`config.mk`:
```
export PLATFORM = sky130hd
export DESIGN_NAME = pc_fetch_ctrl
export DESIGN_NICKNAME = d
export VERILOG_FILES = /design/src/rtl/pc_fetch_ctrl.sv
export SDC_FILE = /design/constraint.sdc
export NUM_CORES = 1
export LEC_CHECK = 0
export ABC_AREA = 0
export CAP_MARGIN = 20
export CORE_MARGIN = 2
export CORE_UTILIZATION = 45
export CTS_CLUSTER_SIZE = 24
export DETAILED_ROUTE_END_ITERATION = 8
export DONT_BUFFER_PORTS = 1
export PLACE_DENSITY = 0.58
export SLEW_MARGIN = 5
export SYNTH_ARGS = -nofsm -noshare
export SYNTH_HDL_FRONTEND = slang
export SYNTH_SLANG_ARGS = --single-unit
```
`constraint.sdc`:
```
create_clock -name i_clk -period 4.8 [get_ports i_clk]
set_clock_uncertainty 0.15 [all_clocks]
set_input_delay 1.2 -clock i_clk [delete_from_list [all_inputs] [get_ports i_clk]]
set_output_delay 1.2 -clock i_clk [all_outputs]
set_load 0.02 [all_outputs]
```
`src/rtl/pc_fetch_ctrl.sv`:
```
// Program-counter owner and instruction-fetch sequencer for the RV32I core.
// One req/gnt/rvalid fetch per instruction, then waits for execute completion.
package singlecycle_pkg;
    typedef enum logic {
        PC_4   = 1'b0,
        PC_ALU = 1'b1
    } PCSel_e;
endpackage

module pc_fetch_ctrl
    import singlecycle_pkg::*;
#(
    parameter logic [31:0] RESET_VECTOR = 32'h0000_0000,
    parameter int unsigned MAX_WAIT     = 15
) (
    input  logic        i_clk,
    input  logic        i_rst_n,
    output logic        o_imem_req,
    output logic [31:0] o_imem_addr,
    input  logic        i_imem_gnt,
    input  logic        i_imem_rvalid,
    input  logic [31:0] i_imem_rdata,
    input  logic        i_imem_err,
    output logic [31:0] o_pc,
    output logic [31:0] o_instr,
    output logic        o_instr_valid,
    input  logic        i_exec_done,
    input  logic        i_stall,
    input  PCSel_e      i_pc_sel,
    input  logic [31:0] i_alu_res,
    output logic        o_pc_en,
    output PCSel_e      o_pc_sel,
    output logic        o_trap,
    output logic [1:0]  o_trap_cause,
    output logic [31:0] o_instret
);

    localparam logic [2:0] S_BOOT = 3'd0;
    localparam logic [2:0] S_REQ  = 3'd1;
    localparam logic [2:0] S_WAIT = 3'd2;
    localparam logic [2:0] S_EXEC = 3'd3;
    localparam logic [2:0] S_HALT = 3'd4;

    localparam logic [1:0] CAUSE_NONE      = 2'd0;
    localparam logic [1:0] CAUSE_FETCH_ERR = 2'd1;
    localparam logic [1:0] CAUSE_TIMEOUT   = 2'd2;
    localparam logic [1:0] CAUSE_MISALIGN  = 2'd3;

    // Counter value seen in the final permitted S_WAIT cycle (counter starts at 0).
    localparam logic [7:0] WAIT_LAST = 8'(MAX_WAIT - 1);

    logic [2:0]  state_reg,   state_next;
    logic [31:0] pc_reg,      pc_next;
    logic [31:0] instr_reg,   instr_next;
    logic [31:0] instret_reg, instret_next;
    logic [7:0]  wait_cnt_reg, wait_cnt_next;
    logic        trap_reg,    trap_next;
    logic [1:0]  cause_reg,   cause_next;

    logic [31:0] target;
    logic        exec_fire;
    logic        target_aligned;

    always_comb begin
        target         = (i_pc_sel == PC_ALU) ? i_alu_res : pc_reg + 32'd4;
        target_aligned = (target[1:0] == 2'b00);
        exec_fire      = (state_reg == S_EXEC) && i_exec_done && !i_stall;
    end

    always_comb begin
        state_next    = state_reg;
        pc_next       = pc_reg;
        instr_next    = instr_reg;
        instret_next  = instret_reg;
        wait_cnt_next = wait_cnt_reg;
        trap_next     = trap_reg;
        cause_next    = cause_reg;

        case (state_reg)
            S_BOOT: begin
                state_next = S_REQ;
            end
            S_REQ: begin
                if (i_imem_gnt) begin
                    state_next    = S_WAIT;
                    wait_cnt_next = 8'd0;
                end
            end
            S_WAIT: begin
                wait_cnt_next = wait_cnt_reg + 8'd1;
                // A response in the last permitted cycle still beats the timeout.
                if (i_imem_rvalid) begin
                    if (i_imem_err) begin
                        state_next = S_HALT;
                        trap_next  = 1'b1;
                        cause_next = CAUSE_FETCH_ERR;
                    end else begin
                        instr_next = i_imem_rdata;
                        state_next = S_EXEC;
                    end
                end else if (wait_cnt_reg == WAIT_LAST) begin
                    state_next = S_HALT;
                    trap_next  = 1'b1;
                    cause_next = CAUSE_TIMEOUT;
                end
            end
            S_EXEC: begin
                if (exec_fire) begin
                    if (target_aligned) begin
                        pc_next      = target;
                        instret_next = instret_reg + 32'd1;
                        state_next   = S_REQ;
                    end else begin
                        // PC keeps the address of the instruction that produced the bad target.
                        state_next = S_HALT;
                        trap_next  = 1'b1;
                        cause_next = CAUSE_MISALIGN;
                    end
                end
            end
            S_HALT: begin
                state_next = S_HALT;
            end
            default: begin
                state_next = S_BOOT;
            end
        endcase
    end

    always_ff @(posedge i_clk or negedge i_rst_n) begin
        if (!i_rst_n) begin
            state_reg    <= S_BOOT;
            pc_reg       <= RESET_VECTOR;
            instr_reg    <= 32'd0;
            instret_reg  <= 32'd0;
            wait_cnt_reg <= 8'd0;
            trap_reg     <= 1'b0;
            cause_reg    <= CAUSE_NONE;
        end else begin
            state_reg    <= state_next;
            pc_reg       <= pc_next;
            instr_reg    <= instr_next;
            instret_reg  <= instret_next;
            wait_cnt_reg <= wait_cnt_next;
            trap_reg     <= trap_next;
            cause_reg    <= cause_next;
        end
    end

    assign o_imem_req    = (state_reg == S_REQ);
    assign o_imem_addr   = pc_reg;
    assign o_pc          = pc_reg;
    assign o_instr       = instr_reg;
    assign o_instr_valid = (state_reg == S_EXEC);
    assign o_pc_en       = exec_fire && target_aligned;
    assign o_pc_sel      = i_pc_sel;
    assign o_trap        = trap_reg;
    assign o_trap_cause  = cause_reg;
    assign o_instret     = instret_reg;

endmodule
```
==> impl_metrics.tcl, run 1 <==
set metrics [dict create \
    outcome "finished, final reports clean" \
    synthArstFlopShare 1.000 \
    post-cts-setup-buffers 0 \
    nFillCells 1157 \
    grt_util_all_layers 0.1916 \
    data_required_time_at_the_worst_endpoint_ps 3450 \
    synthDistinctLibCells 56 \
    fp.dieArea_mm2 0.01341 \
    logic_depth_of_the_worst_register_to_register_path 5 \
    regToRegSetupSlack_ps 1950 \
    final.period_utilization 0.7298 \
    synth_enable_flop_cells 0 \
    initial_drc_count 249 \
    detailed_place_hpwl_mm 8.883 \
    grt_max_degree 111 \
    yosys-top-cells-count "110 x sky130_fd_sc_hd__dfrtp_1, 34 x sky130_fd_sc_hd__mux2_2, 34 x sky130_fd_sc_hd__nand2_1" \
    critical_path_peak_fanout 32 \
    cts.sinks 110 \
    antenna_violations_before_repair 0 \
    cellPowerDensity_mw_per_mm2 457.7 \
    ys.flop_type "sky130_fd_sc_hd__dfrtp_1" \
    pre_cts_slack_ps 1303 \
    cts_buffer_depth 2 \
    tightestPinTransition_ps 1037 \
    final_net_count 575 \
    finalMaxSlewViolations 0 \
    footprint_of_the_multi_input_gates_mm2 0.002490 \
    drv_cap 0 \
    critical_r2r_capture "o_imem_addr[23]$_DFFE_PN0P_" \
    postPlaceCellArea_mm2 0.005505 \
    cts.root.buffer_cell "sky130_fd_sc_hd__clkbuf_16" \
    setup_repair_after_global_routing_missed_its_margin "no" \
    leakage_nw 2.447 \
    clk_latency_ps 350 \
    synth.ff_latch_count 110 \
    place.gp.congestion 0.8419 \
    num_rows 40 \
    core-area_mm2 0.01211 \
    cts_htree_levels 3 \
    synth_nets 621 \
    path_clk_slew_ps 70 \
    finalNonFillerCells 671 \
    drt_first_pass_iters 4 \
    cp-end-kind "output port" \
    drc_errors 0 \
    power_mw 2.655 \
    data_arrival_time_of_the_worst_path_ps 2150 \
    max-slew-margin-rel 0.3069 \
    tritoncts "yes" \
    synth.top_cell.area_share 0.4893 \
    number_of_global_route_vias_before_repair 3944 \
    post_synth_instance_area_mm2 0.005625 \
    crit_chain "nor3b_1 -> o211ai_2 -> buf_4 -> inv_2" \
    drive_above_1_share 0.1312 \
    die_x_um 115.8 \
    synth_area_per_cell_um2 10.32 \
    finalHoldViolCount 0 \
    detail-route-antenna-nets 0 \
    tritoncts.num_buffers 9 \
    post_synth_main_area_contributors "sky130_fd_sc_hd__dfrtp_1 49%, sky130_fd_sc_hd__mux2_2 6.8%, sky130_fd_sc_hd__buf_4 4.4%, sky130_fd_sc_hd__xnor2_1 3.7%, sky130_fd_sc_hd__nand3_1 2.8%" \
    die_extent_in_y_um 115.8 \
    yosysWarningCount 0 \
    placement.io_buffers 0 \
    synth.yosys.seq_area_share 0.4893 \
    top_level_ports 207 \
    rr_startpoint "o_imem_addr[9]$_DFFE_PN0P_" \
    route.detailed.wl_per_inst_um 19.08 \
    syn2layout_area_growth_pct 3.136 \
    layout.area.seq_mm2 0.002753 \
    synthMostInstantiatedCell "sky130_fd_sc_hd__dfrtp_1" \
    final_area_mm2 0.005802 \
    routed_via_density 6.007 \
    critPathCapture "o_pc_en" \
    setup-violations-final 0 \
    post-route-worst-setup-slack_ps 1297 \
    worst_path_max_delay_cell "sky130_fd_sc_hd__nor3b_1" \
    finalWirelength_mm 12.80 \
    fin_crit_ps 3503 \
    yosysTopAreaCell "sky130_fd_sc_hd__dfrtp_1" \
    initial_core_util 0.4645 \
    timing.setup.tns_ps 0 \
    critical_path.startpoint "i_alu_res[0]" \
    synth_cells 545 \
    min_path_type "flop to flop" \
    globalRouteOverflowTotal 0 \
    dr_total_vias 4031 \
    setup.worst_path.class "input pin to output port" \
    irDropWorstVdd_mv 0.2843 \
    global_route_wire_length_before_repair_mm 20.00 \
    fmaxAchievable_ghz 0.2855 \
    placedCellCount 656 \
    post_cts.resized_instances 0 \
    antenna-diode-count 0 \
    worst_setup_path_start_kind "input pin" \
    holdBufCountCts 0 \
    cpPeakStageDelay_ps 340 \
]
[per-stage QoR]
step | utilization | hold WS (ps)
6_report | 0.4790 | 326.7
2_1_floorplan | - | 292.9
3_5_place_dp | 0.4545 | 323.5
4_1_cts | 0.4790 | 339.3
5_1_grt | 0.4790 | 366.4
3_3_place_gp | 0.4545 | 316.6
[worst min path at each step]
stage                     depth (start not counted)                        start                           to  slack [ps]
after CTS                                         1  wait_cnt_reg[7]$_DFFE_PN0P_  wait_cnt_reg[7]$_DFFE_PN0P_         340
final                                             1  wait_cnt_reg[7]$_DFFE_PN0P_  wait_cnt_reg[7]$_DFFE_PN0P_         330
after global placement                            1  wait_cnt_reg[7]$_DFFE_PN0P_  wait_cnt_reg[7]$_DFFE_PN0P_         320
after floorplan                                   1  wait_cnt_reg[7]$_DFFE_PN0P_  wait_cnt_reg[7]$_DFFE_PN0P_         290
after detailed placement                          1  wait_cnt_reg[7]$_DFFE_PN0P_  wait_cnt_reg[7]$_DFFE_PN0P_         320
after global routing                              0                      i_rst_n  wait_cnt_reg[1]$_DFFE_PN0P_         370
[cells in the final DEF, fill, tap and decap left out, types with 2 or more instances in the layout]
cell type and instances:
sky130_fd_sc_hd__nor4_4 2, sky130_fd_sc_hd__or2_2 2, sky130_fd_sc_hd__nor3b_1 4, sky130_fd_sc_hd__and2_1 6, sky130_fd_sc_hd__mux2_2 34, sky130_fd_sc_hd__dfrtp_1 110, sky130_fd_sc_hd__mux2i_1 7, sky130_fd_sc_hd__or3_1 3
sky130_fd_sc_hd__o21ai_0 24, sky130_fd_sc_hd__clkinv_2 2, sky130_fd_sc_hd__nor4_1 7, sky130_fd_sc_hd__o22ai_1 21, sky130_fd_sc_hd__inv_6 2, sky130_fd_sc_hd__and4_1 7, sky130_fd_sc_hd__buf_4 4, sky130_fd_sc_hd__a31oi_1 10
sky130_fd_sc_hd__nor2b_1 3, sky130_fd_sc_hd__nand4_1 25, sky130_fd_sc_hd__a22oi_1 4, sky130_fd_sc_hd__xor2_1 7, sky130_fd_sc_hd__nor3_1 14, sky130_fd_sc_hd__xnor2_1 24, sky130_fd_sc_hd__nand2b_1 2, sky130_fd_sc_hd__and3_1 13
sky130_fd_sc_hd__nand2_1 34, sky130_fd_sc_hd__nor2_1 24, sky130_fd_sc_hd__or4_1 3, sky130_fd_sc_hd__a21o_1 4, sky130_fd_sc_hd__clkbuf_16 9, sky130_fd_sc_hd__a221o_1 2, sky130_fd_sc_hd__inv_1 5, sky130_fd_sc_hd__nand3_1 32
sky130_fd_sc_hd__a21oi_1 25, sky130_fd_sc_hd__ha_1 4
[cell families after synthesis]
family	share of synthesized area
fa+ha+maj	0.008897
simple gates	0.1924
flops	0.4893
xor+xnor	0.04827
buf+inv	0.06806
compound gates	0.1125
mux	0.08052
[power breakdown]
part / internal [mW] / switching (mW) / leakage (nW)
combinational: 0.194 / 0.170 / 0.874
sequential: 1.11 / 0.424 / 1.42
clock: 0.418 / 0.340 / 0.149
total: 1.72 / 0.933 / 2.45
[cell type report]
cell class              instances  area share
clock buffers                  10     0.04119
flip-flops and latches        110      0.4744
repair buffers                  4    0.005176
clock inverters                 5    0.009920
well taps                     168     0.03623
inverters                       6    0.003882
multi-input cells             368      0.4292
[per-layer routing]
metal,wire (um),GRT usage
met4,229,0.06508
met1,5446,0.2436
met2,6048,0.3068
met3,1079,0.06642
met5,0,0
[critical path: cells and delay by family]
kind | cells | cell delay [ps]
buf+inv | 2 | 450
compound gates | 1 | 160
simple gates | 1 | 340
No activity file was read; power rests on OpenSTA's default activity.
==> run 2, diff against run 1 <==
--- a/config.mk
+++ b/config.mk
@@ -12,7 +12,7 @@
 export CTS_CLUSTER_SIZE = 24
 export DETAILED_ROUTE_END_ITERATION = 8
 export DONT_BUFFER_PORTS = 1
-export PLACE_DENSITY = 0.58
+export PLACE_DENSITY = 0.6
 export SLEW_MARGIN = 5
 export SYNTH_ARGS = -nofsm -noshare
 export SYNTH_HDL_FRONTEND = slang
==> constraint.sdc (replaced) <==
create_clock -name i_clk -period 3 [get_ports i_clk]
set_clock_uncertainty 0.15 [all_clocks]
set_input_delay 0.75 -clock i_clk [delete_from_list [all_inputs] [get_ports i_clk]]
set_output_delay 0.75 -clock i_clk [all_outputs]
set_load 0.02 [all_outputs]
==> impl_metrics.tcl, run 2 (same netlist as run 1, synthesis figures left out) <==
set metrics [dict create \
    detailed_place_hpwl_mm 9.691 \
    placement.io_buffers 0 \
    place.gp.congestion 0.8483 \
    top_level_ports 207 \
    syn2layout_area_growth_pct 8.074 \
    share_seq_of_total_power 0.537 \
    power_mw 4.388 \
    min_path_type "input pin to async pin" \
    cts.root.buffer_cell "sky130_fd_sc_hd__clkbuf_16" \
    data_required_time_at_the_worst_endpoint_ps 2100 \
    total_switching_power_mw 1.576 \
    grt_max_degree 111 \
    rr_startpoint "o_imem_addr[7]$_DFFE_PN0P_" \
    failed_checks "hold timing" \
    setup.worst_path.class "input pin to output port" \
    cellPowerDensity_mw_per_mm2 721.7 \
    hold-worst-slack_ps -66.05 \
    detail-route-antenna-nets 0 \
    worst_setup_path_start_kind "input pin" \
    antenna-diode-count 0 \
    die_extent_in_y_um 115.8 \
    die_x_um 115.8 \
    initial_core_util 0.4645 \
    drt_first_pass_iters 6 \
    clk_latency_ps 360 \
    setup_repair_after_global_routing_missed_its_margin "no" \
    cp-end-kind "output port" \
    placedCellCount 691 \
    path_clk_slew_ps 80 \
    most_used_cells_in_the_layout_excluding_fill_and_tap_cells "110 x sky130_fd_sc_hd__dfrtp_1, 39 x sky130_fd_sc_hd__buf_4, 34 x sky130_fd_sc_hd__nand2_1, 34 x sky130_fd_sc_hd__mux2_2, 32 x sky130_fd_sc_hd__nand3_1" \
    drc_errors 0 \
    tritoncts "yes" \
    regToRegSetupSlack_ps 650 \
    num_rows 40 \
    final.period_utilization 0.8891 \
    leakage_nw 2.626 \
    utilization 0.5020 \
    clockPowerShare 0.289 \
    max-slew-margin-rel 0.5053 \
    tritoncts.num_buffers 9 \
    post_cts.resized_instances 0 \
    timing.setup.tns_ps 0 \
    fp.dieArea_mm2 0.01341 \
    cts_htree_levels 3 \
    setup-violations-final 0 \
    final_net_count 610 \
    routed_via_density 5.856 \
    drive_above_1_share 0.1892 \
    dr_total_vias 4140 \
    finalHoldViolCount 110 \
    global_route_wire_length_before_repair_mm 21.39 \
    number_of_global_route_vias_before_repair 4117 \
    drv_cap 0 \
    initial_drc_count 225 \
    power.share.switching 0.3591 \
    critical_path_peak_fanout 13 \
    nFillCells 1164 \
    core-area_mm2 0.01211 \
    tightestPinTransition_ps 740.6 \
    grt_util_all_layers 0.2037 \
    post-cts-setup-buffers 0 \
    finalWirelength_mm 13.68 \
    logic_depth_of_the_worst_register_to_register_path 5 \
    cts_buffer_depth 2 \
    fmaxAchievable_ghz 0.3749 \
    finalNonFillerCells 707 \
    globalRouteOverflowTotal 0 \
    final_common_cell "sky130_fd_sc_hd__dfrtp_1" \
    route.detailed.wl_per_inst_um 19.34 \
    critical_r2r_capture "o_imem_addr[27]$_DFFE_PN0P_" \
    outcome "complete, but fails checks" \
    finalMaxSlewViolations 0 \
    cts.sinks 110 \
    antenna_violations_before_repair 0 \
    irDropWorstVdd_mv 0.3412 \
    data_arrival_time_of_the_worst_path_ps 1770 \
    fin_crit_ps 2667 \
    combPwrFrac 0.175 \
    p_int_mw 2.812 \
]
[run 2: critical path, stage by stage]
cell,delay (ps)
sky130_fd_sc_hd__nor3b_1,320
sky130_fd_sc_hd__o211ai_2,310
sky130_fd_sc_hd__inv_2,380
[run 2: power by group through the flow]
stage | clock network, mW | registers (mW) | logic (mW)
after CTS | 1.30 | 2.36 | 0.774
final | 1.27 | 2.35 | 0.767
after detailed placement | 0 | 2.39 | 0.771
after global routing | 1.36 | 2.41 | 0.847
after global placement | 0 | 2.37 | 0.746
after floorplan | 0 | 2.33 | 0.623
[run 2: worst max path at each step]
stage | endpoint | cells past startpoint | from
6_report | o_pc_en | 3 | i_alu_res[0]
3_5_place_dp | o_imem_addr[27]$_DFFE_PN0P_ | 7 | i_pc_sel
5_1_grt | o_pc_en | 3 | i_alu_res[0]
4_1_cts | o_pc_en | 3 | i_alu_res[0]
3_3_place_gp | o_imem_addr[29]$_DFFE_PN0P_ | 7 | i_pc_sel
2_1_floorplan | o_pc_en | 4 | i_alu_res[0]
[run 2: per-layer routing]
metal	vias up	share of wire	global-route usage
met2	172	0.47	0.3326
met3	14	0.081	0.05962
li1	1951	-	-
met1	2003	0.44	0.2590
met4	0	0.014	0.07222
met5	-	0	0
[run 2: layout make-up]
cell class              count  area [um2]  share of cell area
clock buffers               9       225.2             0.03704
clock inverters             7       86.33             0.01420
inverters                   6       22.52            0.003704
multi-input cells         368        2490              0.4095
flip-flops and latches    110        2753              0.4528
well taps                 168       210.2             0.03458
repair buffers             39       292.8             0.04816
[run 2: stage by stage]
step / setup WS, ps / hold slack (ps) / instance area [um2]
detailed placement: 196.8 / 309.6 / 5768
CTS: 301.1 / -79.82 / 6080
global placement: 301.9 / 309.2 / 5768
floorplan: 369.8 / 292.9 / 5625
finish: 332.6 / -66.05 / 6080
global route: 215.1 / -85.10 / 6080
==> run 3, diff against run 2 <==
--- a/config.mk
+++ b/config.mk
@@ -7,11 +7,12 @@
 export LEC_CHECK = 0
 export ABC_AREA = 0
 export CAP_MARGIN = 20
-export CORE_MARGIN = 2
+export CORE_MARGIN = 3
 export CORE_UTILIZATION = 45
 export CTS_CLUSTER_SIZE = 24
 export DETAILED_ROUTE_END_ITERATION = 8
 export DONT_BUFFER_PORTS = 1
+export HOLD_SLACK_MARGIN = 0.03
 export PLACE_DENSITY = 0.6
 export SLEW_MARGIN = 5
 export SYNTH_ARGS = -nofsm -noshare
==> impl_metrics.tcl, run 3 (same netlist as run 1, synthesis figures left out) <==
set metrics [dict create \
    outcome "complete, but fails checks" \
    failed_checks "hold timing" \
    fp.dieArea_mm2 0.01388 \
    place.gp.congestion 0.8773 \
    detail-route-antenna-nets 0 \
    antenna-diode-count 0 \
    cp-end-kind "flop" \
    hold-worst-slack_ps -59.81 \
    drt_first_pass_iters 4 \
    fmaxAchievable_ghz 0.3756 \
    setup_repair_after_global_routing_missed_its_margin "no" \
    postPlaceCellArea_mm2 0.005720 \
    placedCellCount 683 \
    initial_drc_count 226 \
    finalHoldViolCount 110 \
    post_cts.resized_instances 0 \
    drc_errors 0 \
    initial_core_util 0.4645 \
    min_path_type "input pin to async pin" \
    nFillCells 1136 \
    drive_above_1_share 0.1770 \
    final.period_utilization 0.8874 \
    dr_total_vias 4227 \
    crit_chain "nor3_1 -> o211ai_2 -> inv_2 -> nand2_1 -> o22ai_1 -> a21oi_1" \
    core-area_mm2 0.01211 \
    num_rows 40 \
    antenna_violations_before_repair 0 \
    top_level_ports 207 \
    grt_max_degree 111 \
    route.detailed.wl_per_inst_um 19.34 \
    finalMaxSlewViolations 0 \
    cts.root.buffer_cell "sky130_fd_sc_hd__clkbuf_16" \
    max-slew-margin-rel 0.4448 \
    final_area_mm2 0.006025 \
    worst_path_max_delay_cell "sky130_fd_sc_hd__nand2_1" \
    clk_latency_ps 350 \
    syn2layout_area_growth_pct 7.095 \
    number_of_global_route_vias_before_repair 4298 \
    finalWirelength_mm 13.52 \
    final_common_cell "sky130_fd_sc_hd__dfrtp_1" \
    timing.setup.tns_ps 0 \
    setup-violations-final 0 \
    layout.area.seq_mm2 0.002753 \
    cts_buffer_depth 2 \
    die_extent_in_y_um 117.8 \
    data_arrival_time_of_the_worst_path_ps 2710 \
    finalNonFillerCells 699 \
    cpPeakStageDelay_ps 580 \
    cts.sinks 110 \
    final_net_count 602 \
    critical_path_peak_fanout 21 \
    setup.worst_path.class "flop to flop" \
    routed_via_density 6.047 \
    data_required_time_at_the_worst_endpoint_ps 3050 \
    cellPowerDensity_mw_per_mm2 716.9 \
    irDropWorstVdd_mv 0.5429 \
    power_mw 4.319 \
    detailed_place_hpwl_mm 9.629 \
    drv_cap 0 \
    tritoncts.num_buffers 9 \
    post-cts-setup-buffers 0 \
    globalRouteOverflowTotal 0 \
    path_clk_slew_ps 70 \
    die_x_um 117.8 \
    most_used_cells_in_the_layout_excluding_fill_and_tap_cells "110 x sky130_fd_sc_hd__dfrtp_1, 34 x sky130_fd_sc_hd__nand2_1, 34 x sky130_fd_sc_hd__mux2_2" \
    worst_setup_path_start_kind "flop" \
    global_route_wire_length_before_repair_mm 22.58 \
    placement.io_buffers 0 \
    grt_util_all_layers 0.1975 \
    fin_crit_ps 2662 \
    tightestPinTransition_ps 830.7 \
    tritoncts "yes" \
    regToRegSetupSlack_ps 340 \
    footprint_of_the_multi_input_gates_mm2 0.002490 \
    leakage_nw 2.584 \
    cts_htree_levels 3 \
    critical_r2r_capture "o_imem_addr[21]$_DFFE_PN0P_" \
    logic_depth_of_the_worst_register_to_register_path 6 \
    rr_startpoint "o_imem_addr[0]$_DFFE_PN0P_" \
]
## run 3: cell types whose count changed in the layout (fill, tap and decap cells not counted), sizes merged
cell / previous run / this run
clkinvlp: 1 / 2
clkinv: 0 / 1
buf: 39 / 31
inv: 11 / 9
## run 3: how the worst max path moves through the flow
| stage | depth (start not counted) | slack [ps] | from | to |
|---|---|---|---|---|
| finish | 6 | 340 | o_imem_addr[0]$_DFFE_PN0P_ | o_imem_addr[21]$_DFFE_PN0P_ |
| global route | 6 | 110 | o_imem_addr[0]$_DFFE_PN0P_ | o_imem_addr[21]$_DFFE_PN0P_ |
| CTS | 3 | 340 | o_imem_addr[0]$_DFFE_PN0P_ | o_pc_en |
| detailed placement | 6 | 110 | i_alu_res[0] | o_imem_addr[21]$_DFFE_PN0P_ |
| global placement | 6 | 250 | i_alu_res[0] | o_imem_addr[6]$_DFFE_PN0P_ |
| floorplan | 4 | 370 | i_alu_res[0] | o_pc_en |
## run 3: final cells by class
| type | count | share of cell area |
|---|---|---|
| inverters | 6 | 0.003738 |
| clock inverters | 7 | 0.01308 |
| flip-flops and latches | 110 | 0.4569 |
| clock buffers | 9 | 0.03738 |
| repair buffers | 31 | 0.04071 |
| multi-input cells | 368 | 0.4133 |
| well taps | 168 | 0.03489 |
## run 3: per-layer routing
layer / vias to the layer above / part of all wire / track usage
met5: - / 0 / 0
met3: 18 / 0.092 / 0.07544
met4: 0 / 0.017 / 0.06007
met2: 200 / 0.48 / 0.3248
li1: 1933 / - / -
met1: 2076 / 0.41 / 0.2416
## run 3: where the power goes
part / leakage (nW) / internal (mW) / switching [mW]
Combinational: 1.02 / 0.358 / 0.377
Clock: 0.144 / 0.658 / 0.556
Sequential: 1.42 / 1.78 / 0.593
## run 3: critical path, delay by kind of cell (launching register included)
| family | cells | cell delay [ps] |
|---|---|---|
| AOI/OAI and AO/OA | 3 | 590 |
| buffers and inverters | 1 | 310 |
| and+or+nand+nor | 2 | 910 |
| DFF | 1 | 550 |
## run 3: through the flow
step / hold slack, ps / util / setup slack, ps
detailed placement: 307.3 / 0.4723 / 105.4
floorplan: 292.9 / - / 369.8
global placement: 308.1 / 0.4723 / 253.3
finish: -59.81 / 0.4974 / 337.8
global route: -88.29 / 0.4974 / 105.7
CTS: -81.85 / 0.4974 / 336.0
